[src/rtl/sattn_cmd_sequencer_if.sv]
// rtl/sattn_cmd_sequencer_if.sv - descriptor, MMIO and response bundle for sattn_cmd_sequencer
// master = sequencer side, slave = host / accelerator side.
interface sattn_cmd_sequencer_if #(
  parameter int ADDR_WIDTH = 16
);
  logic                  cmd_valid;
  logic                  cmd_ready;
  logic [7:0]            cmd_opcode;
  logic [15:0]           cmd_m_rows;
  logic [15:0]           cmd_head_d;
  logic [15:0]           cmd_s_tokens;
  logic [15:0]           cmd_block_sz;
  logic [31:0]           cmd_scale;

  logic                  mmio_wen;
  logic                  mmio_ren;
  logic [ADDR_WIDTH-1:0] mmio_addr;
  logic [63:0]           mmio_wdata;
  logic [63:0]           mmio_rdata;
  logic                  acc_done;

  logic                  rsp_valid;
  logic                  rsp_ready;
  logic [7:0]            rsp_opcode;
  logic [63:0]           rsp_sum;
  logic [31:0]           rsp_cycles;
  logic                  rsp_timeout;

  modport master (
    input  cmd_valid, cmd_opcode, cmd_m_rows, cmd_head_d, cmd_s_tokens, cmd_block_sz, cmd_scale,
    output cmd_ready,
    output mmio_wen, mmio_ren, mmio_addr, mmio_wdata,
    input  mmio_rdata, acc_done,
    output rsp_valid, rsp_opcode, rsp_sum, rsp_cycles, rsp_timeout,
    input  rsp_ready
  );

  modport slave (
    output cmd_valid, cmd_opcode, cmd_m_rows, cmd_head_d, cmd_s_tokens, cmd_block_sz, cmd_scale,
    input  cmd_ready,
    input  mmio_wen, mmio_ren, mmio_addr, mmio_wdata,
    output mmio_rdata, acc_done,
    input  rsp_valid, rsp_opcode, rsp_sum, rsp_cycles, rsp_timeout,
    output rsp_ready
  );
endinterface

[src/rtl/sattn_cmd_sequencer.sv]
// rtl/sattn_cmd_sequencer.sv - descriptor FIFO + FSM that programs, issues and collects sparse-attention commands
// Optional WAIT watchdog enabled by defining SATTN_SEQ_TIMEOUT_EN.
module sattn_cmd_sequencer #(
  parameter int DEPTH          = 4,
  parameter int ADDR_WIDTH     = 16,
  parameter int TIMEOUT_CYCLES = 4096
) (
  input  logic                   clk,
  input  logic                   rst,
  sattn_cmd_sequencer_if.master  bus,
  output logic [$clog2(DEPTH):0] fifo_level,
  output logic                   seq_busy
);
  localparam int PW = $clog2(DEPTH);
  localparam logic [PW:0] FULL_LEVEL = (PW + 1)'(DEPTH);

  localparam logic [ADDR_WIDTH-1:0] A_M_ROWS   = ADDR_WIDTH'(16'h0030);
  localparam logic [ADDR_WIDTH-1:0] A_HEAD_D   = ADDR_WIDTH'(16'h0038);
  localparam logic [ADDR_WIDTH-1:0] A_BLOCK_SZ = ADDR_WIDTH'(16'h0040);
  localparam logic [ADDR_WIDTH-1:0] A_S_TOKENS = ADDR_WIDTH'(16'h0050);
  localparam logic [ADDR_WIDTH-1:0] A_SCALE_FP = ADDR_WIDTH'(16'h0058);
  localparam logic [ADDR_WIDTH-1:0] A_CMD      = ADDR_WIDTH'(16'h0060);
  localparam logic [ADDR_WIDTH-1:0] A_ACC_SUM  = ADDR_WIDTH'(16'h0068);
  localparam logic [ADDR_WIDTH-1:0] A_SOF_SUM  = ADDR_WIDTH'(16'h0080);
  localparam logic [ADDR_WIDTH-1:0] A_SPM_SUM  = ADDR_WIDTH'(16'h0088);

`ifdef SATTN_SEQ_TIMEOUT_EN
  localparam logic [31:0] TMO = 32'(TIMEOUT_CYCLES);
`endif

  if (DEPTH < 2 || (DEPTH & (DEPTH - 1)) != 0 || TIMEOUT_CYCLES < 1) begin : g_param_check
    $error("sattn_cmd_sequencer: DEPTH must be a power of two >= 2 and TIMEOUT_CYCLES >= 1");
  end

  typedef struct packed {
    logic [7:0]  opcode;
    logic [15:0] m_rows;
    logic [15:0] head_d;
    logic [15:0] s_tokens;
    logic [15:0] block_sz;
    logic [31:0] scale;
  } desc_t;

  typedef enum logic [2:0] {IDLE, CFG, ISSUE, WAIT, READ, RESP} state_t;

  desc_t       mem [DEPTH];
  desc_t       in_desc;
  desc_t       head;
  logic [PW:0] wr_ptr;
  logic [PW:0] rd_ptr;
  logic        full;
  logic        empty;
  logic        live;
  logic        push;
  logic        pop;

  state_t      state;
  logic [2:0]  cfg_idx;
  logic [7:0]  work_op;
  logic [15:0] work_head_d;
  logic [15:0] work_s_tokens;
  logic [15:0] work_block_sz;
  logic [31:0] work_scale;
  logic [31:0] count;
  logic [31:0] cnt_inc;
  logic        timeout_q;
  logic        sum_op;
  logic [ADDR_WIDTH-1:0] sum_addr;

  assign in_desc = '{opcode: bus.cmd_opcode, m_rows: bus.cmd_m_rows, head_d: bus.cmd_head_d,
                     s_tokens: bus.cmd_s_tokens, block_sz: bus.cmd_block_sz, scale: bus.cmd_scale};
  assign head       = mem[rd_ptr[PW-1:0]];
  assign fifo_level = wr_ptr - rd_ptr;
  assign full       = (fifo_level == FULL_LEVEL);
  assign empty      = (fifo_level == '0);
  // live keeps cmd_ready low through reset and for the edge that releases it
  assign bus.cmd_ready = live && !full;
  assign push       = bus.cmd_valid && bus.cmd_ready;
  assign pop        = (state == IDLE) && !empty;
  assign seq_busy   = (state != IDLE);
  assign cnt_inc    = (count == 32'hFFFF_FFFF) ? count : count + 32'd1;
  assign sum_op     = work_op inside {8'h14, 8'h15, 8'h16};
  assign sum_addr   = (work_op == 8'h14) ? A_ACC_SUM :
                      (work_op == 8'h15) ? A_SOF_SUM : A_SPM_SUM;
  assign bus.rsp_timeout = timeout_q;

  always_ff @(posedge clk) begin
    if (push) mem[wr_ptr[PW-1:0]] <= in_desc;
  end

  always_ff @(posedge clk or posedge rst) begin
    if (rst) begin
      wr_ptr <= '0;
      rd_ptr <= '0;
      live   <= 1'b0;
    end else begin
      live <= 1'b1;
      if (push) wr_ptr <= wr_ptr + 1'b1;
      if (pop)  rd_ptr <= rd_ptr + 1'b1;
    end
  end

  always_ff @(posedge clk or posedge rst) begin
    if (rst) begin
      state          <= IDLE;
      cfg_idx        <= '0;
      work_op        <= '0;
      work_head_d    <= '0;
      work_s_tokens  <= '0;
      work_block_sz  <= '0;
      work_scale     <= '0;
      count          <= '0;
      timeout_q      <= 1'b0;
      bus.mmio_wen   <= 1'b0;
      bus.mmio_ren   <= 1'b0;
      bus.mmio_addr  <= '0;
      bus.mmio_wdata <= '0;
      bus.rsp_valid  <= 1'b0;
      bus.rsp_opcode <= '0;
      bus.rsp_sum    <= '0;
      bus.rsp_cycles <= '0;
    end else begin
      case (state)
        IDLE: begin
          if (!empty) begin
            work_op       <= head.opcode;
            work_head_d   <= head.head_d;
            work_s_tokens <= head.s_tokens;
            work_block_sz <= head.block_sz;
            work_scale    <= head.scale;
            if (head.opcode == 8'h00) begin
              state          <= RESP;
              bus.rsp_valid  <= 1'b1;
              bus.rsp_opcode <= 8'h00;
              bus.rsp_sum    <= '0;
              bus.rsp_cycles <= '0;
              timeout_q      <= 1'b0;
            end else begin
              // first register write goes out on the pop edge itself
              state          <= CFG;
              cfg_idx        <= 3'd1;
              bus.mmio_wen   <= 1'b1;
              bus.mmio_addr  <= A_M_ROWS;
              bus.mmio_wdata <= {48'b0, head.m_rows};
            end
          end
        end
        CFG: begin
          cfg_idx <= cfg_idx + 3'd1;
          case (cfg_idx)
            3'd1: begin
              bus.mmio_addr  <= A_HEAD_D;
              bus.mmio_wdata <= {48'b0, work_head_d};
            end
            3'd2: begin
              bus.mmio_addr  <= A_BLOCK_SZ;
              bus.mmio_wdata <= {48'b0, work_block_sz};
            end
            3'd3: begin
              bus.mmio_addr  <= A_S_TOKENS;
              bus.mmio_wdata <= {48'b0, work_s_tokens};
            end
            3'd4: begin
              bus.mmio_addr  <= A_SCALE_FP;
              bus.mmio_wdata <= {32'b0, work_scale};
            end
            default: begin
              state          <= ISSUE;
              bus.mmio_addr  <= A_CMD;
              bus.mmio_wdata <= {56'b0, work_op};
            end
          endcase
        end
        ISSUE: begin
          state          <= WAIT;
          count          <= '0;
          bus.mmio_wen   <= 1'b0;
          bus.mmio_addr  <= '0;
          bus.mmio_wdata <= '0;
        end
        WAIT: begin
          if (bus.acc_done) begin
            count <= cnt_inc;
            if (sum_op) begin
              state         <= READ;
              bus.mmio_ren  <= 1'b1;
              bus.mmio_addr <= sum_addr;
            end else begin
              state          <= RESP;
              bus.rsp_valid  <= 1'b1;
              bus.rsp_opcode <= work_op;
              bus.rsp_sum    <= '0;
              bus.rsp_cycles <= cnt_inc;
              timeout_q      <= 1'b0;
            end
          end
`ifdef SATTN_SEQ_TIMEOUT_EN
          else if (cnt_inc == TMO) begin
            state          <= RESP;
            count          <= cnt_inc;
            bus.rsp_valid  <= 1'b1;
            bus.rsp_opcode <= work_op;
            bus.rsp_sum    <= '0;
            bus.rsp_cycles <= TMO;
            timeout_q      <= 1'b1;
          end
`endif
          else begin
            count <= cnt_inc;
          end
        end
        READ: begin
          state          <= RESP;
          bus.mmio_ren   <= 1'b0;
          bus.mmio_addr  <= '0;
          bus.rsp_valid  <= 1'b1;
          bus.rsp_opcode <= work_op;
          bus.rsp_sum    <= bus.mmio_rdata;
          bus.rsp_cycles <= count;
          timeout_q      <= 1'b0;
        end
        RESP: begin
          if (bus.rsp_ready) begin
            state         <= IDLE;
            bus.rsp_valid <= 1'b0;
          end
        end
        default: state <= IDLE;
      endcase
    end
  end
endmodule

[src/flat_wrapper.sv]
// flat-port wrapper written by rule: the top's interface ports become plain ports
module sattn_cmd_sequencer_flat 
#(
  parameter int DEPTH          = 4,
  parameter int ADDR_WIDTH     = 16,
  parameter int TIMEOUT_CYCLES = 4096
)
  (clk, rst, fifo_level, seq_busy, bus_cmd_valid, bus_cmd_opcode, bus_cmd_m_rows, bus_cmd_head_d, bus_cmd_s_tokens, bus_cmd_block_sz, bus_cmd_scale, bus_cmd_ready, bus_mmio_wen, bus_mmio_ren, bus_mmio_addr, bus_mmio_wdata, bus_mmio_rdata, bus_acc_done, bus_rsp_valid, bus_rsp_opcode, bus_rsp_sum, bus_rsp_cycles, bus_rsp_timeout, bus_rsp_ready);
  sattn_cmd_sequencer_if #(.ADDR_WIDTH(ADDR_WIDTH)) bus_i ();
  input  logic clk;
  input  logic rst;
  output logic [$clog2(DEPTH):0] fifo_level;
  output logic seq_busy;
  input wire logic [$bits(bus_i.cmd_valid)-1:0] bus_cmd_valid;
  input wire logic [$bits(bus_i.cmd_opcode)-1:0] bus_cmd_opcode;
  input wire logic [$bits(bus_i.cmd_m_rows)-1:0] bus_cmd_m_rows;
  input wire logic [$bits(bus_i.cmd_head_d)-1:0] bus_cmd_head_d;
  input wire logic [$bits(bus_i.cmd_s_tokens)-1:0] bus_cmd_s_tokens;
  input wire logic [$bits(bus_i.cmd_block_sz)-1:0] bus_cmd_block_sz;
  input wire logic [$bits(bus_i.cmd_scale)-1:0] bus_cmd_scale;
  output wire logic [$bits(bus_i.cmd_ready)-1:0] bus_cmd_ready;
  output wire logic [$bits(bus_i.mmio_wen)-1:0] bus_mmio_wen;
  output wire logic [$bits(bus_i.mmio_ren)-1:0] bus_mmio_ren;
  output wire logic [$bits(bus_i.mmio_addr)-1:0] bus_mmio_addr;
  output wire logic [$bits(bus_i.mmio_wdata)-1:0] bus_mmio_wdata;
  input wire logic [$bits(bus_i.mmio_rdata)-1:0] bus_mmio_rdata;
  input wire logic [$bits(bus_i.acc_done)-1:0] bus_acc_done;
  output wire logic [$bits(bus_i.rsp_valid)-1:0] bus_rsp_valid;
  output wire logic [$bits(bus_i.rsp_opcode)-1:0] bus_rsp_opcode;
  output wire logic [$bits(bus_i.rsp_sum)-1:0] bus_rsp_sum;
  output wire logic [$bits(bus_i.rsp_cycles)-1:0] bus_rsp_cycles;
  output wire logic [$bits(bus_i.rsp_timeout)-1:0] bus_rsp_timeout;
  input wire logic [$bits(bus_i.rsp_ready)-1:0] bus_rsp_ready;
  assign bus_i.cmd_valid = bus_cmd_valid;
  assign bus_i.cmd_opcode = bus_cmd_opcode;
  assign bus_i.cmd_m_rows = bus_cmd_m_rows;
  assign bus_i.cmd_head_d = bus_cmd_head_d;
  assign bus_i.cmd_s_tokens = bus_cmd_s_tokens;
  assign bus_i.cmd_block_sz = bus_cmd_block_sz;
  assign bus_i.cmd_scale = bus_cmd_scale;
  assign bus_cmd_ready = bus_i.cmd_ready;
  assign bus_mmio_wen = bus_i.mmio_wen;
  assign bus_mmio_ren = bus_i.mmio_ren;
  assign bus_mmio_addr = bus_i.mmio_addr;
  assign bus_mmio_wdata = bus_i.mmio_wdata;
  assign bus_i.mmio_rdata = bus_mmio_rdata;
  assign bus_i.acc_done = bus_acc_done;
  assign bus_rsp_valid = bus_i.rsp_valid;
  assign bus_rsp_opcode = bus_i.rsp_opcode;
  assign bus_rsp_sum = bus_i.rsp_sum;
  assign bus_rsp_cycles = bus_i.rsp_cycles;
  assign bus_rsp_timeout = bus_i.rsp_timeout;
  assign bus_i.rsp_ready = bus_rsp_ready;
  sattn_cmd_sequencer #(.DEPTH(DEPTH), .ADDR_WIDTH(ADDR_WIDTH), .TIMEOUT_CYCLES(TIMEOUT_CYCLES)) u_core (.clk(clk), .rst(rst), .bus(bus_i), .fifo_level(fifo_level), .seq_busy(seq_busy));
endmodule
[config.mk]
export PLATFORM = sky130hd
export DESIGN_NAME = sattn_cmd_sequencer_flat
export DESIGN_NICKNAME = d
export VERILOG_FILES = /design/src/rtl/sattn_cmd_sequencer_if.sv /design/src/rtl/sattn_cmd_sequencer.sv /design/src/flat_wrapper.sv
export SDC_FILE = /design/constraint.sdc
export NUM_CORES = 1
export LEC_CHECK = 0
export CELL_PAD_IN_SITES_DETAIL_PLACEMENT = 0
export CELL_PAD_IN_SITES_GLOBAL_PLACEMENT = 1
export CORE_MARGIN = 8
export CORE_UTILIZATION = 46
export CTS_CLUSTER_DIAMETER = 80
export DETAILED_ROUTE_END_ITERATION = 8
export GPL_TIMING_DRIVEN = 0
export PLACE_DENSITY = 0.83
export REMOVE_ABC_BUFFERS = 1
export SYNTH_ARGS = -nofsm -noshare
export SYNTH_HDL_FRONTEND = slang
export SYNTH_SLANG_ARGS = --single-unit
[constraint.sdc]
create_clock -name clk -period 10.3 [get_ports clk]
set_input_delay 1.03 -clock clk [delete_from_list [all_inputs] [get_ports clk]]
set_output_delay 1.03 -clock clk [all_outputs]
set_load 0.03 [all_outputs]
# Word-level counts from Yosys, hierarchy flattened
# Memories as Yosys holds them, arrays and structs flattened.
# Index checks and enable logic that the tools add are counted.
[classes]
n_addsub = 5
n_mul = 0
n_div = 0
n_lt_le_gt_ge = 0
eq_ne = 22
shift = 0
n_mux = 58
bitwise_logic = 1
reduce_logical = 29
[op_table]
columns = ["cell", "count"]
rows = [
  ["$mux 64", 6],
  ["$pmux 64 s3", 2],
  ["$mux 32", 5],
  ["$pmux 32 s4", 1],
  ["$pmux 32 s3", 1],
  ["$mux 16", 5],
  ["$pmux 16 s4", 1],
  ["$pmux 32 s2", 1],
  ["$add 32x1->32 const B", 1],
  ["$eq 32x32->1 const B", 1],
  ["$mux 8", 4],
  ["$pmux 7 s4", 1],
  ["$eq 8x5->1 const B", 3],
  ["$pmux 8 s3", 1],
  ["$mux 3", 7],
  ["$pmux 3 s6", 1],
  ["$mux 1", 16],
  ["$ne 2x2->1 const B", 7],
  ["$eq 3x2->1 const B", 4],
  ["$eq 3x3->1 const B", 4],
  ["$reduce_and 3->1", 4],
  ["$reduce_bool 3->1", 4],
  ["$reduce_and 5->1", 2],
  ["$add 3x1->3 const B", 3],
  ["other kinds (20)", 30],
]
[word_totals]
register_bits = 321
latchBits = 0
ram_bits = 416
mem_bits_ro = 0
input_bits = 173
mem_count = 1
[memory_table]
columns = ["name", "depth", "width", "read_ports", "rd_ports_with_merged_regs", "wr", "line_no", "source"]
rows = [
  ["u_core.mem", 4, 104, 1, 0, 1, "sattn_cmd_sequencer.sv:46", "desc_t mem [DEPTH];"],
]

# Longest topological paths before layout
# Gate-level depths: netlist of the first run.
[depth]
word_depth = 7
mapped_depth = 11
ltp_nobuf = 9

# Least setup slack after synthesis of the first run
# No wires, ideal clock.
[synth_timing]
path_type = "register to register"
startpoint = "register u_core.wr_ptr[0]"
endpoint = "memory u_core.mem[3][0] in the netlist's numbering, enable pin"
setup_ns = 0.477
arrival_time_ns = 4.382
required_time_ns = 9.823
path_slack_ns = 5.441
stages_incl_launch_ff = 7
path_buffers = 0
period_less_slack_ns = 4.859
path_cell_list = "dfrtp_1 inv_1 ha_1 fa_1 inv_1 o31a_1 and3_1"
[synth_between]
elab_chain_cells = 7
[synth_lines]
columns = ["element", "line_no", "source"]
rows = [
  ["from (decl)", "sattn_cmd_sequencer.sv:49", "logic [PW:0] wr_ptr;"],
  ["from (signal assigned)", "sattn_cmd_sequencer.sv:98", "if (push) wr_ptr <= wr_ptr + 1'b1;"],
  ["$sub 3x3->3", "sattn_cmd_sequencer.sv:73", "assign fifo_level = wr_ptr - rd_ptr;"],
  ["named net fifo_level[1]", "flat_wrapper.sv:12", "output logic [$clog2(DEPTH):0] fifo_level;"],
  ["$eq 3x3->1", "sattn_cmd_sequencer.sv:74", "assign full = (fifo_level == FULL_LEVEL);"],
  ["$logic_not 1->1", "sattn_cmd_sequencer.sv:77", "assign bus.cmd_ready = live && !full;"],
  ["$logic_and 1x1->1", "sattn_cmd_sequencer.sv:77", ""],
  ["named net bus_cmd_ready", "flat_wrapper.sv:21", "output wire logic [$bits(bus_i.cmd_ready)-1:0] bus_cmd_ready;"],
  ["$logic_and 1x1->1", "sattn_cmd_sequencer.sv:78", "assign push = bus.cmd_valid && bus.cmd_ready;"],
  ["$mux 1", "sattn_cmd_sequencer.sv:88", "if (push) mem[wr_ptr[PW-1:0]] <= in_desc;"],
  ["$mux 1 (not written as such)", "sattn_cmd_sequencer.sv:88", ""],
  ["to (decl)", "sattn_cmd_sequencer.sv:46", ""],
]
# The timed path passes the listed nets, and every way through them passes these cells.

# Worst setup path in the final report of the first run
[layout_timing]
startpoint = "register u_core.rd_ptr[0]"
endpoint = "output port bus_cmd_ready"
[layout_between]
elab_chain_cells = 4
[layout_lines]
columns = ["element", "line_no", "source"]
rows = [
  ["from (decl)", "sattn_cmd_sequencer.sv:50", "logic [PW:0] rd_ptr;"],
  ["from (signal assigned)", "sattn_cmd_sequencer.sv:99", "if (pop) rd_ptr <= rd_ptr + 1'b1;"],
  ["$sub 3x3->3", "sattn_cmd_sequencer.sv:73", ""],
  ["$eq 3x3->1", "sattn_cmd_sequencer.sv:74", ""],
  ["$logic_not 1->1", "sattn_cmd_sequencer.sv:77", ""],
  ["$logic_and 1x1->1", "sattn_cmd_sequencer.sv:77", ""],
  ["to (decl)", "flat_wrapper.sv:21", ""],
]
# Every way passes these cells.

==> flow_results.org, run 1 <==
** Yosys
- The Yosys step of the flow raised 0 warnings.
- The biggest area contributor in the post-synthesis netlist is sky130_fd_sc_hd__edfxtp_1.
- The share of the Yosys chip area taken by registers is 0.698.
- In the synthesized netlist, the number of instances is 1746.
- Proportion of netlist area held by the largest area contributor :: 0.449
- In this run, synthesis inferred around 420 flip-flops with an integrated enable.
- Most numerous cell types in the synthesized netlist :: sky130_fd_sc_hd__edfxtp_1 (416), sky130_fd_sc_hd__dfrtp_1 (277), sky130_fd_sc_hd__nand2_1 (142)
- The most common cell in the synthesized netlist is sky130_fd_sc_hd__edfxtp_1.
- Netlist area before placement :: between 20000 and 30000 sq um
- Synth top area cells :: sky130_fd_sc_hd__edfxtp_1 (45%), sky130_fd_sc_hd__dfrtp_1 (25%), sky130_fd_sc_hd__mux4_2 (8.4%)
- Average footprint of a synthesized cell :: 15.9 sq um
- In this run, distinct cell masters in the synthesized netlist total 67.
- Most used flip-flop cell after synthesis :: sky130_fd_sc_hd__edfxtp_1
- Counting flops and latches in the post-synthesis netlist gives between 600 and 700.
- Share of flip-flops with an asynchronous set or reset :: 0.400

** Route
- Vias :: 16534
- First-pass detailed-route iteration total :: 5
- In the detailed route, the total length drawn on met3 is about 5.6 mm.
- In the final routing, the length of wire on met1 measures 27.6 mm.
- In the routed layout, each cell is associated on average with a via count of around 5.7.
- The detailed router finished its first iteration with 1297 violations.
- After detailed routing, the number of remaining DRC violations is 0.
- The count of nets left with antenna violations once routing finished came out at 0.
- Average wire per cell in the routed design :: 23.8 um
- The routed design uses 33.9 mm of met2 wire.
- Highest layer used for signal routing :: met5
- Post-Route WL :: 68.9 mm

** Layout
- In the final layout, the multi-input gates occupy 7770 sq um.
- The area growth from synthesis to layout is 23.9%.
- Fill cells in the final layout number 4609.
- Count of nets after finishing :: 2240
- Across the whole layout, storage elements account for 19400 sq um.
- Fraction of layout cells with a size suffix above 1 :: 0.166

** Clock tree
- Number of hold buffers added after CTS :: 0
- The clock drives 693 sinks.
- The root buffer cell chosen for the clock tree is sky130_fd_sc_hd__clkbuf_16.
- The later pin in the worst-skew pair is clocked with a latency of between 0.6 and 0.7 ns.
- Post-CTS setup buffer count :: 0
- TritonCTS built the clock tree.
- Number of buffers added by the clock tree synthesis step :: 73
- Htree depth :: 3
- Count of cells resized by post-cts repair :: 0
- After clock tree synthesis, the clock-pin slew on the worst setup and hold paths is 0.06 ns.
- No sink is reached through more buffers than the 3 on the longest clock path.

** Worst setup path
- In this design, the stage delay of the slowest critical-path cell is 0.81 ns.
- Setup crit end :: bus_cmd_ready
- Crit path cell chain :: ha_1 -> fa_1 -> inv_1 -> o31a_1 -> clkdlybuf4s50_1
- Data on the critical path is required at its endpoint by ~9.3 ns.
- Slowest cell on crit path :: sky130_fd_sc_hd__clkdlybuf4s50_1
- Maximum fanout encountered on the critical timing path :: 21
- Worst reg-to-reg path cell count :: 6
- CP arrival :: 3.41 ns
- Critical path startpoint category :: register
- Endpoint of the most critical register-to-register path :: u_core.bus.rsp_cycles[16]
- The critical path starts at u_core.rd_ptr[0].
- In this run the register-to-register setup slack is 5.88 ns.
- The worst register-to-register path begins at u_core.state[2].
- STA classifies the critical path endpoint as a primary output.
- By startpoint and endpoint, the worst setup path is classified as register to primary output.

** STA
- Max_slew headroom :: 0.0606
- Layout Skew :: 0.0287 ns
- The smallest clock period supported by the final layout is computed as 4.44 ns.
- Setup violations remaining at the end of the flow were counted as 0.
- The count of pins over their slew limit was 0.
- Pin slew with the least headroom to its limit :: 1.41 ns
- Post-route setup TNS :: 0 ns
- Highest Clock Rate :: 0.225 GHz
- The hold violation count in the final report is 0.
- Setup repair after global routing left no endpoint under its margin.
- In the finished design, the share of the clock period the worst path needs comes to 0.432.

** Global routing
- Number of global-route vias before repair :: 16992
- All-Layer GR Usage :: 0.198
- Total congestion overflow :: 0
- Number of antenna violations at the first check in global routing :: 16
- Entering global routing, the biggest net connects 110 pins.
- First-pass GRT wire length :: between 100 and 150 mm

** Die
- Die Width :: 262 um
- For this design the top-level I/O count stands at ~370.
- Cell Rows :: 90
- The initial utilization of the core area, before any placement, comes to 0.463.
- Die Outline Area :: 68600 sq um
- Floorplan core area :: ~60000 sq um
- The die is 262 um tall.

** Worst hold path
- Worst hold-check path type :: register to register
- In this run the most critical hold path is launched from u_core.bus.rsp_opcode[0].
- The worst hold path was traced through 2 stages.

** Power
- PnR Total Power :: 0.0107 W
- Leak pwr :: 12.6 nW
- Across the VDD grid, the largest voltage drop is 0.000221 V.
- Areal power density over the cells :: 310 nW/um^2

** Flow run
- The tool flagged a number of max-cap violations equal to 0.

** Placement
- Post-detailed-placement half-perimeter wirelength :: 43.5 mm
- At the end of routability-driven placement, the weighted congestion stood at about 0.84.
- Input and output buffers added on the ports amount to 321.

** Run status
- Result of the run :: completed
==> critical path: cells and delay by family (launching register included) <==
| kind | cells | cell delay, ns |
|---|---|---|
| compound gates | 1 | 0.32 |
| fa+ha+maj | 2 | 0.81 |
| buf+inv | 2 | 1.00 |
| flops | 1 | 0.67 |
==> state kept, by name (all words and copies together), names as in the netlist, 16 cells and up <==
name and count:
u_core.work_s_tokens 16, u_core.mem 416, u_core.work_head_d 16, u_core.bus.rsp_cycles 32, u_core.work_block_sz 16, u_core.bus.mmio_wdata 32
u_core.count 32, u_core.bus.rsp_sum 64, u_core.work_scale 32
==> power by group <==
group | total, W | internal [W] | switching, W
Sequential | 0.00408 | 0.00366 | 0.000425
Clock | 0.00264 | 0.00157 | 0.00107
Combinational | 0.00397 | 0.00173 | 0.00224
==> per-layer routing <==
metal | track usage | vias up
met3 | 0.0527 | 118
met2 | 0.329 | 632
met1 | 0.254 | 8422
met5 | 0 | -
met4 | 0.0593 | 24
li1 | - | 7338
==> layout by cell type, fill, tap and decap left out, types with 7 or more instances in the layout <==
cell and instances:
sky130_fd_sc_hd__dfrtp_1 275, sky130_fd_sc_hd__buf_16 16, sky130_fd_sc_hd__inv_1 16, sky130_fd_sc_hd__o211ai_1 8, sky130_fd_sc_hd__o311ai_0 12, sky130_fd_sc_hd__nand2_1 142
sky130_fd_sc_hd__a22oi_1 16, sky130_fd_sc_hd__clkbuf_8 14, sky130_fd_sc_hd__conb_1 45, sky130_fd_sc_hd__o31ai_1 13, sky130_fd_sc_hd__mux2_2 88, sky130_fd_sc_hd__nand3_1 30
sky130_fd_sc_hd__nor2_1 66, sky130_fd_sc_hd__clkbuf_16 76, sky130_fd_sc_hd__o21ai_0 69, sky130_fd_sc_hd__a21o_1 8, sky130_fd_sc_hd__a221oi_1 10, sky130_fd_sc_hd__and4_1 7
sky130_fd_sc_hd__a31oi_1 40, sky130_fd_sc_hd__nand4_1 16, sky130_fd_sc_hd__nor3_1 11, sky130_fd_sc_hd__clkbuf_1 15, sky130_fd_sc_hd__a21oi_1 32, sky130_fd_sc_hd__a22o_1 90
sky130_fd_sc_hd__clkdlybuf4s50_1 321, sky130_fd_sc_hd__ha_1 12, sky130_fd_sc_hd__mux4_2 104, sky130_fd_sc_hd__clkinv_2 12, sky130_fd_sc_hd__nor4_1 7, sky130_fd_sc_hd__nor2b_1 9
sky130_fd_sc_hd__and3_1 15, sky130_fd_sc_hd__edfxtp_1 416
==> per-stage QoR <==
step | worst slack [ns] | hold WS (ns) | utilization | instance area, sq um | std cells
global placement | -2.75 | 0.458 | 0.522 | 31400 | 2739
CTS | 5.82 | 0.468 | 0.573 | 34500 | 2893
floorplan | 1.61 | 0.443 | - | 27200 | 1636
finish | 5.86 | 0.465 | 0.574 | 34500 | 2899
global route | 5.53 | 0.492 | 0.573 | 34500 | 2895
detailed placement | 5.94 | 0.455 | 0.532 | 32000 | 2760
==> final cells by class <==
type                    instances  share of cell area
inverters                      17             0.00207
diodes                          5            0.000363
repair buffers                343               0.110
multi-input cells             926               0.225
clock inverters                29             0.00932
flip-flops and latches        693               0.563
well taps                     782              0.0284
clock buffers                 104              0.0616
==> worst min-delay path by stage <==
| stage | to | slack [ns] |
|---|---|---|
| global route | u_core.bus.rsp_opcode[2] | 0.49 |
| floorplan | u_core.wr_ptr[2] | 0.44 |
| CTS | u_core.bus.rsp_opcode[2] | 0.47 |
| detailed placement | u_core.bus.rsp_opcode[2] | 0.45 |
| global placement | u_core.wr_ptr[2] | 0.46 |
| finish | u_core.bus.rsp_opcode[0] | 0.46 |
==> cell families (layout without fill, tap and decap cells) <==
| family | Yosys count | after routing | synth area share |
|---|---|---|---|
| buffers and inverters | 170 | 493 | 0.0312 |
| other | 2 | 50 | 0.000270 |
| XOR/XNOR | 6 | 6 | 0.00238 |
| flip-flops | 693 | 693 | 0.698 |
| multiplexers | 196 | 196 | 0.121 |
| AND/OR/NAND/NOR | 336 | 336 | 0.0564 |
| adder cells (fa/ha/maj) | 13 | 13 | 0.00611 |
| AO/OA/AOI/OAI | 330 | 330 | 0.0846 |
(Power assumes the default switching activity.)
==> run 2: changes to the inputs <==
clock period = 4.6 ns   (was 10.3 ns; I/O delays follow)
==> flow_results.org, run 2 (same netlist as run 1, synthesis figures left out) <==
** STA
- The count of pins over their slew limit came to 0 (unchanged).
- Counting I/O delays and the setup requirement, the final critical path takes roughly 4 ns.
- The transition time of the tightest slew-check pin was 1.36 ns (-0.0474 ns).
- The final number of setup-violating endpoints was 0 (unchanged).
- The worst slew margin relative to its limit came to 0.0945 (+0.0339).
- Highest Clock Rate :: about 0.25 GHz
- Layout Skew :: 0.0306 ns (+0.00180 ns)
- The worst hold slack came to 0.292 ns (-0.173 ns).
- Unrepaired setup endpoints after global routing :: no
- Fin crit share :: 0.855
- The hold violation count in the final report came to 0 (unchanged).

** Power
- The switching fraction of total power came to 0.349 (about the same).
- The areal power density over the cells came to 694 nW/um^2 (+120%).
- Leak pwr :: 12.6 nW (about the same)
- The cell-internal power was 0.0156 W (+120%).
- Clock power frac :: 0.247 (about the same)
- The share of power burned in combinational logic was 0.371 (about the same).
- P_sw :: 0.00836 W (+120%)
- The worst voltage drop across the vdd grid is 0.000495 V (+120%).
- Sequential group share of total power :: 0.382 (about the same)

** Global routing
- Number of antenna violations at the first check in global routing :: 16 (unchanged)
- The largest net degree at the start of global routing was 110 (unchanged).
- First-pass GRT wire length :: 104 mm (unchanged)
- The total global-route track usage came to 0.198 (unchanged).
- Number of global-route vias before repair :: 16992 (unchanged)
- Total congestion overflow :: 0 (unchanged)

** Placement
- Final weighted congestion in routability-driven placement :: 0.840 (unchanged)
- Count of input and output buffers :: 321 (unchanged)
- The HPWL reported at the end of detailed placement is 43.5 mm (unchanged).
- The cell area after placement is 32000 sq um (unchanged).

** Flow run
- Number of max-cap violations :: 0 (unchanged)

** Worst setup path
- Worst reg-to-reg path cell count :: 6 (unchanged)
- STA classifies the critical path endpoint as a register.
- The maximum fanout along the worst path came to 36 (+71%).
- The required time of the critical path was 5.15 ns (-4.12 ns).
- The worst register-to-register path begins at u_core.state[2].
- Classification of the worst setup path :: register to register
- CP arrival :: 4.48 ns (+1.07 ns)
- Critical path startpoint category :: register
- Worst setup startpoint :: u_core.state[2]

** Layout
- Fraction of layout cells with a size suffix above 1 :: 0.166 (+0.000473)
- Number of fillers in the final layout :: 4609 (unchanged)
- Final design instance area without fill :: 34500 sq um (about the same)
- Sequential cell area :: 19400 sq um (unchanged)
- Commonest cells after routing, fill and taps aside :: sky130_fd_sc_hd__edfxtp_1 (416), sky130_fd_sc_hd__clkdlybuf4s50_1 (321), sky130_fd_sc_hd__dfrtp_1 (275)
- The area added between synthesis and finish is 23.9% (about the same).
- The number of nets at the end of the flow was 2240 (unchanged).
- Largest register FFs :: 416 (unchanged)
- The area of the multi-input gates came to 7780 sq um (about the same).
- Leaving out fill and tap cells, the most frequent cell in the layout is sky130_fd_sc_hd__edfxtp_1.

** Run status
- Result of the run :: completed

** Die
- The chip height came to 262 um (unchanged).
- Top-level I/O count :: 366 (unchanged)
- Die Width :: 262 um (unchanged)
- The initial cell density of the core came to 0.463 (unchanged).
- Cell Rows :: 90 (unchanged)
- The total core area was 60100 sq um (unchanged).
- The die outline area is 68600 sq um (unchanged).

** Route
- The total wirelength of the detailed-routed design came to 69.0 mm (about the same).
- The average wire length per cell after detail routing is 23.8 um (about the same).
- Vias :: 16556 (+0.13%)
- The number of design rule violations left after detail routing came to 0 (unchanged).
- Routed via count divided by cell count :: 5.71 (+0.13%)
- First-pass detailed-route iteration total :: 5 (unchanged)
- Drt first-iter violations :: 1248 (-3.8%)
- Number of nets with antenna violations after detailed routing :: 0 (unchanged)

** Clock tree
- The number of clock sinks seen by CTS came to 693 (unchanged).
- Number of hold buffers added after CTS :: 0 (unchanged)
- TritonCTS built the clock tree.
- Master cell of the clock root buffer :: sky130_fd_sc_hd__clkbuf_16
- Htree depth :: 3 (unchanged)
- Clock transition at the registers of the reported paths :: 0.06 ns (about the same)
- Number of buffers added by the clock tree synthesis step :: 73 (unchanged)
- Clock latency on the worst-skew pair :: 0.62 ns (about the same)
- Clock Path Buffers :: 3 (unchanged)

** Worst hold path
- In this run the worst hold path is classified as input pin to async pin.
==> run 2: cell counts in the layout (fill, tap and decap cells not counted) <==
Identical to the previous run, type by type.
==> run 2: final cells by class <==
cell class / instances / area share
Timing Repair Buffer: 343 / 0.110
Inverter: 17 / 0.00207
Clock buffer: 104 / 0.0616
Antenna cell: 5 / 0.000363
Sequential cell: 693 / 0.563
Tap cell: 782 / 0.0284
Multi-Input combinational cell: 926 / 0.225
Clock inverter: 29 / 0.00932
==> run 2: worst max-delay path, cell delays in order (launching register included) <==
cell and delay [ns]:
sky130_fd_sc_hd__dfrtp_1 0.70, sky130_fd_sc_hd__nor2b_1 0.89, sky130_fd_sc_hd__nand2_2 0.69, sky130_fd_sc_hd__nand2_1 0.86
sky130_fd_sc_hd__o311ai_0 0.26, sky130_fd_sc_hd__o311ai_0 0.24, sky130_fd_sc_hd__o21a_1 0.21
==> run 2: repair_timing <==
item / 4_1_cts / 5_1_grt
setup endpoints to repair: 0 / 2
resized for setup: 0 / 1
setup buffers: 0 / 0
==> run 2: power by group through the flow <==
stage	clock (W)	combinational [W]	sequential, W
4_1_cts	0.00605	0.00900	0.00914
5_1_grt	0.00630	0.00954	0.00931
3_5_place_dp	0	0.00896	0.00925
6_report	0.00591	0.00888	0.00914
2_1_floorplan	0	0.00449	0.0103
3_3_place_gp	0	0.00831	0.00958
==> run 2: path summary, 6_finish.rpt <==
kind	slack (ns)	to
max in group asynchronous	3.27	u_core.work_scale[17]
hold reg to reg	0.46	u_core.bus.rsp_opcode[2]
min in group clk	0.46	u_core.bus.rsp_sum[52]
hold / removal	0.29	u_core.count[0]
setup reg to reg	0.67	u_core.bus.rsp_cycles[16]
setup / recovery	0.67	u_core.bus.rsp_cycles[16]
==> run 2: stage by stage <==
step	total power, W	cells	utilization	setup TNS [ns]	setup slack (ns)
after floorplan	0.0148	1636	-	-3321.80	-4.09
after global placement	0.0179	2739	0.522	-6993.32	-8.00
after detailed placement	0.0182	2760	0.532	0	0.244
after CTS	0.0242	2893	0.573	0	0.222
after global routing	0.0251	2895	0.573	0	0.385
final	0.0239	2899	0.574	0	0.667
==> run 2: metal layers <==
metal  GRT usage  routed length (um)
met5           0                 162
met4      0.0593                1580
met3      0.0527                5570
met2       0.329               34000
met1       0.254               27600
==> run 3: changes to the inputs <==
CORE_MARGIN = 3   (was 8)
GPL_ROUTABILITY_DRIVEN = 0   (was default)
==> flow_results.org, run 3 (same netlist as run 1, synthesis figures left out) <==
** Clock tree
- Master cell of the clock root buffer :: sky130_fd_sc_hd__clkbuf_16
- The post-CTS setup buffer count is 0 (unchanged).
- The number of buffers created by CTS was 74 (+1.4%).
- Clock Path Buffers :: 3 (unchanged)
- TritonCTS clock tree :: built
- Clock transition at the registers of the reported paths :: 0.06 ns (about the same)
- The number of clock sinks seen by CTS came to 693 (unchanged).
- The number of H-tree branching levels was 3 (unchanged).
- Clock latency on the worst-skew pair :: 0.62 ns (about the same)

** Route
- The via density per instance was 5.75 (+0.66%).
- The average wire length per cell after detail routing came to 23.2 um (-2.5%).
- The count of routing violations after the opening detailed-route iteration is 1366 (+9.5%).
- Vias :: 16614 (+0.35%)
- Number of nets with antenna violations after detailed routing :: 0 (unchanged)
- The total wirelength of the detailed-routed design is 67.0 mm (-2.8%).
- The first-pass iteration count of the detailed router was 6 (+1).
- Number of remaining DRC errors :: 0 (unchanged)

** Worst setup path
- Worst reg-to-reg path cell count :: 6 (unchanged)
- Maximum fanout encountered on the critical timing path :: 24 (-33%)
- Crit path cell chain :: buf_12 -> ha_1 -> fa_1 -> xnor3_1 -> o31a_1 -> clkdlybuf4s50_1
- Data required time at the worst endpoint :: 4.14 ns (-1.01 ns)
- CP arrival :: 3.74 ns (-0.74 ns)
- The maximum single-stage delay on the critical path came to 0.75 ns (-0.14 ns).
- Register-to-register setup slack :: 0.44 ns (-0.23 ns)
- Buffering stage count on the worst path with inverters included :: 2 (+2)
- STA classifies the critical path startpoint as a register.
- The worst register-to-register path ends at u_core.bus.rsp_cycles[16].
- The worst setup path is captured at a primary output.
- Top delay family on crit path :: buffers and inverters
- Number of gates on the worst path with buffers counted :: 6 (unchanged)
- The most critical setup path has its startpoint at u_core.rd_ptr[0].
- The setup path with the least slack is of type register to primary output.
- The worst register-to-register path begins at u_core.state[2].
- The slowest stage of the critical path belongs to the cell sky130_fd_sc_hd__clkdlybuf4s50_1.
- Setup crit end :: bus_cmd_ready

** STA
- Final number of setup-violating endpoints :: 0 (unchanged)
- Highest Clock Rate :: 0.238 GHz (-6.3%)
- The count of pins over their slew limit came to 0 (unchanged).
- Period minus WS final :: 4.20 ns (+0.263 ns)
- Smallest hold slack :: 0.375 ns (+0.0831 ns)
- The worst slew margin relative to its limit came to 0.0899 (-0.00457).
- The transition time of the tightest slew-check pin came to 1.37 ns (+0.00686 ns).
- Setup repair after global routing left no endpoint under its margin.
- Fin crit share :: 0.912 (+0.0572)
- Hold violation total from the final report :: 0 (unchanged)
- The worst clock skew is 0.0343 ns (+0.00376 ns).
- Post-route setup TNS :: 0 ns (unchanged)

** Global routing
- The initial antenna violation count was 11 (-5).
- The largest net degree at the start of global routing is 98 (-11%).
- The first-pass GRT wire length is 102 mm (-1.8%).
- The total global-route track usage came to 0.209 (+0.0117).
- The via count of the first global-routing pass came to 17059 (+0.39%).
- Total congestion overflow :: 0 (unchanged)

** Power
- The worst voltage drop across the vdd grid is 0.000461 V (-7.0%).
- Leak pwr :: 12.7 nW (+0.41%)
- Internal power summed over all cells :: 0.0158 W (+1.3%)
- Comb pwr share :: 0.366 (-0.005)
- Switching part of the total :: 0.347 (-0.00237)
- Areal power density over the cells :: 698 nW/um^2 (+0.65%)
- The power dissipated by switching net loads was 0.00838 W (+0.26%).
- Clock power frac :: 0.256 (+0.009)
- Sequential group share of total power :: 0.377 (-0.005)

** Layout
- The fill cell total of the finished layout came to 4489 (-2.6%).
- Sequential cell area :: 19400 sq um (unchanged)
- Most frequent standard cell in the layout excluding fill and tap cells :: sky130_fd_sc_hd__edfxtp_1
- The number of nets at the end of the flow came to 2241 (+0.045%).
- The top cell types in the final layout, fill and taps aside, are sky130_fd_sc_hd__edfxtp_1 (416), sky130_fd_sc_hd__clkdlybuf4s50_1 (321), sky130_fd_sc_hd__dfrtp_1 (275).
- Largest register FFs :: 416 (unchanged)
- The area of the multi-input gates came to 7770 sq um (about the same).
- The fraction of layout instances using a drive strength above 1 is 0.168 (+0.00181).
- Synth-to-Final Area Change :: 24.3%

** Die
- Chip Height :: 252 um (-3.8%)
- Floorplan core area :: 59500 sq um (-1.1%)
- Starting Density :: 0.468 (+0.00520)
- Die Outline Area :: 63500 sq um (-7.5%)
- The floorplan row count came to 89 (-1.1%).
- The die span in x came to 252 um (-3.8%).
- Top-level I/O count :: 366 (unchanged)

** Worst hold path
- Worst hold-check path type :: input pin to async pin

** Placement
- The number of buffers added on ports was 321 (unchanged).
- Post-detailed-placement half-perimeter wirelength :: 41.4 mm (-4.8%)

** Flow run
- The max-capacitance violation count is 0 (unchanged).

** Run status
- Result of the run :: completed
[run 3: cell count changes in the layout (fill, tap and decap cells not counted), moves of 3 or more]
cell,delta
sky130_fd_sc_hd__bufinv_16,+3
sky130_fd_sc_hd__clkbuf_8,+3
sky130_fd_sc_hd__clkinv_2,-3
sky130_fd_sc_hd__clkinv_1,-3
[run 3: worst min-delay path by stage]
stage	start	endpoint	depth (start not counted)
after global routing	rst	u_core.bus.rsp_cycles[1]	2
after detailed placement	u_core.bus.rsp_opcode[1]	u_core.bus.rsp_opcode[1]	2
final	rst	u_core.count[0]	2
after floorplan	u_core.wr_ptr[2]	u_core.wr_ptr[2]	1
after CTS	rst	u_core.count[28]	2
after global placement	u_core.bus.rsp_opcode[2]	u_core.bus.rsp_opcode[2]	2
[run 3: layer usage]
| metal | wire (um) | track usage | part of all wire | up-vias |
|---|---|---|---|---|
| met4 | 1760 | 0.0659 | 0.026 | 14 |
| met2 | 33300 | 0.354 | 0.50 | 626 |
| met3 | 5090 | 0.0533 | 0.076 | 124 |
| met1 | 26800 | 0.268 | 0.40 | 8492 |
| li1 | - | - | - | 7358 |
| met5 | 92 | 0 | 0.0014 | - |
[run 3: timing repair]
action,in CTS,in global routing
hold buffers,0,0
setup endpoints to repair,0,8
resized for setup,0,1
[run 3: cell type report]
cell class                 count  area share
antenna                        4    0.000289
clock buffer                 106      0.0619
clock inverter                28      0.0128
inverter                      17     0.00206
multi-input combinational    926       0.225
sequential                   693       0.562
tap                          773      0.0280
timing repair buffer         343       0.109
[run 3: metrics by stage]
step                      power (W)  utilization  area, sq um  std cells  worst slack [ns]
after floorplan              0.0148            -        27200       1636             -4.09
after CTS                    0.0244        0.582        34600       2886             0.134
after detailed placement     0.0181        0.538        32000       2752             0.196
after global routing         0.0254        0.582        34600       2887             0.260
final                        0.0242        0.582        34600       2890             0.403
after global placement       0.0178        0.528        31400       2730             -8.21
[run 3: worst reg2reg max path, delay by kind of cell, from the launching register on]
family	cells	cell delay (ns)
compound gates	3	0.72
flops	1	0.72
simple gates	3	2.64
[run 3: power groups by stage]
stage	logic (W)	registers (W)	clock network, W
CTS	0.00896	0.00912	0.00634
global placement	0.00828	0.00956	0
global route	0.00950	0.00927	0.00658
finish	0.00885	0.00912	0.00619
floorplan	0.00449	0.0103	0
detailed placement	0.00892	0.00922	0
